**src/rtl/instruction_queue.sv**
```systemverilog
// rtl/instruction_queue.sv - fetch-to-decode instruction/pc FIFO
// Optional same-cycle empty bypass: define INSTRQ_BYPASS_EN.
module instruction_queue #(
   parameter int DEPTH  = 4,
   parameter int DATA_W = 32
) (
   input  logic                       clk,
   input  logic                       rst,
   input  logic                       in_valid,
   input  logic [DATA_W-1:0]          in_instruction,
   input  logic [DATA_W-1:0]          in_pc,
   output logic                       in_ready,
   input  logic                       flush,
   output logic                       out_valid,
   output logic [DATA_W-1:0]          out_instruction,
   output logic [DATA_W-1:0]          out_pc,
   input  logic                       out_ready,
   output logic [$clog2(DEPTH+1)-1:0] occupancy
);

   localparam int AW = $clog2(DEPTH);
   localparam int CW = $clog2(DEPTH+1);

   logic [DATA_W-1:0] mem_instr [DEPTH];
   logic [DATA_W-1:0] mem_pc    [DEPTH];
   logic [AW-1:0]     rd_ptr;
   logic [AW-1:0]     wr_ptr;
   logic [CW-1:0]     count;

   logic full;
   logic empty;
   logic push;
   logic bypass;
   logic wr_en;
   logic rd_en;

   assign full      = (count == CW'(DEPTH));
   assign empty     = (count == '0);
   assign in_ready  = !full && !rst;
   assign push      = in_valid && in_ready;
   assign occupancy = count;

   // Head presentation; an empty queue drives zeros, or the incoming entry when bypass is built in.
   always_comb begin
      bypass          = 1'b0;
      out_valid       = !empty;
      out_instruction = '0;
      out_pc          = '0;
      if (!empty) begin
         out_instruction = mem_instr[rd_ptr];
         out_pc          = mem_pc[rd_ptr];
      end
`ifdef INSTRQ_BYPASS_EN
      else if (in_valid && !flush && !rst) begin
         bypass          = 1'b1;
         out_valid       = 1'b1;
         out_instruction = in_instruction;
         out_pc          = in_pc;
      end
`endif
   end

   // A bypassed entry consumed the same cycle never touches storage.
   assign wr_en = push && !(bypass && out_ready);
   assign rd_en = !empty && out_ready;

   // Storage writes; contents survive reset/flush since the pointers invalidate them.
   always_ff @(posedge clk) begin
      if (wr_en && !flush && !rst) begin
         mem_instr[wr_ptr] <= in_instruction;
         mem_pc[wr_ptr]    <= in_pc;
      end
   end

   // Pointer and count update; reset and flush both empty the queue and drop same-cycle traffic.
   always_ff @(posedge clk) begin
      if (rst || flush) begin
         rd_ptr <= '0;
         wr_ptr <= '0;
         count  <= '0;
      end else begin
         if (wr_en) wr_ptr <= wr_ptr + AW'(1);
         if (rd_en) rd_ptr <= rd_ptr + AW'(1);
         case ({wr_en, rd_en})
            2'b10:   count <= count + CW'(1);
            2'b01:   count <= count - CW'(1);
            default: count <= count;
         endcase
      end
   end

endmodule

```
**config.mk**
```make
export PLATFORM = sky130hd
export DESIGN_NAME = instruction_queue
export DESIGN_NICKNAME = d
export VERILOG_FILES = /design/src/rtl/instruction_queue.sv
export SDC_FILE = /design/constraint.sdc
export NUM_CORES = 1
export LEC_CHECK = 0
export CAP_MARGIN = 40
export CORE_MARGIN = 2
export CORE_UTILIZATION = 25
export CTS_BUF_LIST = sky130_fd_sc_hd__clkbuf_8
export DETAILED_ROUTE_END_ITERATION = 7
export GPL_TIMING_DRIVEN = 0
export PLACE_DENSITY = 0.51
export SYNTH_ARGS = -nofsm -noshare
export SYNTH_HDL_FRONTEND = slang
export SYNTH_SLANG_ARGS = --single-unit
```
**constraint.sdc**
```tcl
create_clock -name clk -period 14.98 [get_ports clk]
set_clock_uncertainty 0.05 [all_clocks]
set_input_delay 2.247 -clock clk [delete_from_list [all_inputs] [get_ports clk]]
set_output_delay 2.247 -clock clk [all_outputs]
set_load 0.005 [all_outputs]
```
==> flow_summary.yaml <==
placement:
  place_inst: 1162
  routabilityCongestion: 0.6552
  place_hpwl_um: 14950
  buffer_ports.inserted: 137
finish:
  fin_nets: 754
  filler_cell_count: 3911
  instances_no_fill: 1245
  share_of_cells_above_drive_strength_1_pct: 24.12
  layout_common_cells: "edfxtp_1, clkdlybuf4s50_1, and2_1"
  syn2layout_area_growth_pct: 30.90
  diodes: 0
  layout.cells.most_common: "edfxtp_1"
global_routing:
  grt.total_usage_pct: 10.72
  overflow: 0
  first_pass_grt_wire_length_um: 33140
  grt_max_degree: 13
  grt_antenna_before_repair: 1
  grt_pass1_vias: 5477
power:
  combinational_share_of_power_pct: 4.8
  fin_total_pwr_w: 0.001478
  power.share.sequential_pct: 55.6
  total_leakage_power_nw: 4.295
  peakVddDrop_mv: 0.05449
  net-switching-power_w: 0.0003241
  switching_share_pct: 21.93
  power.density_nw_per_um2: 110.4
  p_int_w: 0.001154
  clkPwrFrac_pct: 39.5
worst_setup_path:
  worstSetupPathType: "in2out"
  arr_time_crit_path_ns: 3.34
  r2r_start: "occupancy[1]$_SDFFE_PP0P_"
  critical_path.endpoint_type: "output port"
  critical_path.startpoint: "rst"
  worst-endpoint-required_ns: 12.68
  crit_fanout: 4
  startpoint_type: "primary input"
timing:
  tightest_pin_transition_ns: 0.8144
  final_max_slew_viol_count: 0
  fmax_mhz: 177.5
  fin_crit_ns: 5.634
  fin_crit_sh_pct: 37.61
  setup_total_negative_slack_ns: 0
  max_slew_margin_pct: 45.47
  finalHoldViolCount: 0
  timing.final.setup_violations: 0
  grt_setup_unrepaired: "false"
yosys:
  synth_compound_area_share_pct: 0.3058
  post_synth_num_cell_types: 27
  net_count_after_synthesis: 534
  synth.cell_area_um2: 10230
  ys_seq_area_share_pct: 76.92
  synthSimpleGateAreaFrac_pct: 5.052
  adder_cell_fraction_of_synth_area_pct: 0.8073
  synth-seq-cells: 265
  synth.area.mux_share_pct: 14.43
  yosys_warnings: 0
  synth_cells: 459
  synth_xor_area_share_pct: 0.3425
  syn-mean-instance-area_um2: 22.28
  synth_top_family_by_area: "multiplexers"
route:
  route.detailed.wl_per_inst_um: 17.90
  vias_per_cell: 4.071
  detailroute.via_count: 5068
  antenna_left: 0
  dr.first_iter.drc_count: 204
  finalWirelength_um: 22280
  drc_viols: 0
  detailedRoute.firstPassIterationCount: 4
floorplanning:
  floorplan.die_area_um2: 42550
  dieWidth_um: 206.3
  pin_count: 138
  placeableCoreArea_um2: 40650
  placement_rows: 74
  die_height_um: 206.3
  initial_utilization_pct: 25.16
clock_network:
  post_cts_resized: 0
  worstSkewPairLatency_ns: 0.60
  cts_tree: "yes"
  htree_levels: 2
  cts.repair_timing.setup_buffer_count: 0
  cts.clk_slew.worst_paths_ns: 0.05
  clkSinkCount: 265
  clockBufferDepth: 3
  cts_inserted_buffers: 47
  clock_tree.root_cell: "clkbuf_8"
  cts.hold.buffers_added: 0
status:
  status: "finished, final reports clean"
worst_hold_path:
  timing.hold.worst.class: "reg2reg"
  min_from: "wr_ptr[0]$_SDFFE_PP0P_"
run:
  max_cap_violations: 0
==> metal layers <==
layer,part of all wire [%],global-route usage [%],routed length [um]
met5,0.058,0,13
met1,43,13.83,9684
met2,47,16.60,10500
met4,2.5,4.311,555
met3,6.9,3.579,1527
==> stage by stage <==
step / utilization, % / worst slack (ns) / instance area (um2) / hold WS, ns
after floorplan: - / 7.078 / 10230 / 0.4209
after global placement: 30.18 / 1.408 / 12270 / 0.4502
after detailed placement: 30.95 / 9.332 / 12580 / 0.4558
after CTS: 32.94 / 9.341 / 13390 / 0.4632
after global routing: 32.94 / 9.273 / 13390 / 0.4981
final: 32.94 / 9.346 / 13390 / 0.4592
==> path summary, 6_finish.rpt <==
check                                             endpoint  slack (ns)  cells after the start
worst max-delay path                              in_ready        9.35                      3
worst min-delay path                wr_ptr[0]$_SDFFE_PP0P_        0.46                      2
worst max register to register  mem_instr[1][26]$_DFFE_PP_       12.07                      8
worst min register to register      wr_ptr[0]$_SDFFE_PP0P_        0.46                      2
==> state kept, by name, summed over array words and instances (netlist names), named ones only <==
name,count
mem_pc,128
wr_ptr,2
mem_instr,128
occupancy,3
rd_ptr,2
==> Yosys cell counts (all sizes together) <==
cell	instances	area share [%]
a21oi	2	0.098
and2	64	3.9
buf	13	1.6
clkbuf	9	0.34
dfxtp	9	1.8
edfxtp	256	75
fa	1	0.20
ha	5	0.61
inv	6	0.22
mux2i	2	0.20
mux4	64	14
nand2	4	0.15
nand3b	1	0.11
nor2	7	0.26
nor2b	1	0.061
nor3b	4	0.29
o21ai	1	0.049
o311ai	1	0.086
o31ai	1	0.073
or2	1	0.061
or3	2	0.12
or3b	1	0.086
xor2	4	0.34
==> logic make-up (layout without fill, tap and decap cells) <==
kind of cell	count (synthesis)	after routing
DFF	265	265
and+or+nand+nor	85	85
muxes	66	66
buffers and inverters	28	282
adders and majority gates	6	6
AOI/OAI and AO/OA	5	5
xor gates and xnor gates	4	4
==> final cells by class <==
type,count,area (um2),share of cell area [%]
flip-flops and latches,265,7868,58.76
inverters,6,22.52,0.1682
plain buffers,22,196.4,1.467
multi-input cells,166,2162,16.15
clock inverters,36,160.2,1.196
clock buffers,47,646.9,4.831
repair buffers,171,1668,12.46
well taps,532,665.6,4.971
==> power groups by stage <==
stage	registers [W]	clock network, W	logic, W
global placement	0.000839	0	0.0000703
CTS	0.000822	0.000615	0.0000736
global route	0.000822	0.000647	0.0000783
finish	0.000822	0.000584	0.0000715
detailed placement	0.000837	0	0.0000733
floorplan	0.000838	0	0.0000232
==> worst max-delay path, cell delays in order <==
cell and delay [ns]:
clkdlybuf4s50_1 0.45, nor2b_1 0.13, clkdlybuf4s50_1 0.51
Power figures use the tool's default switching activity.
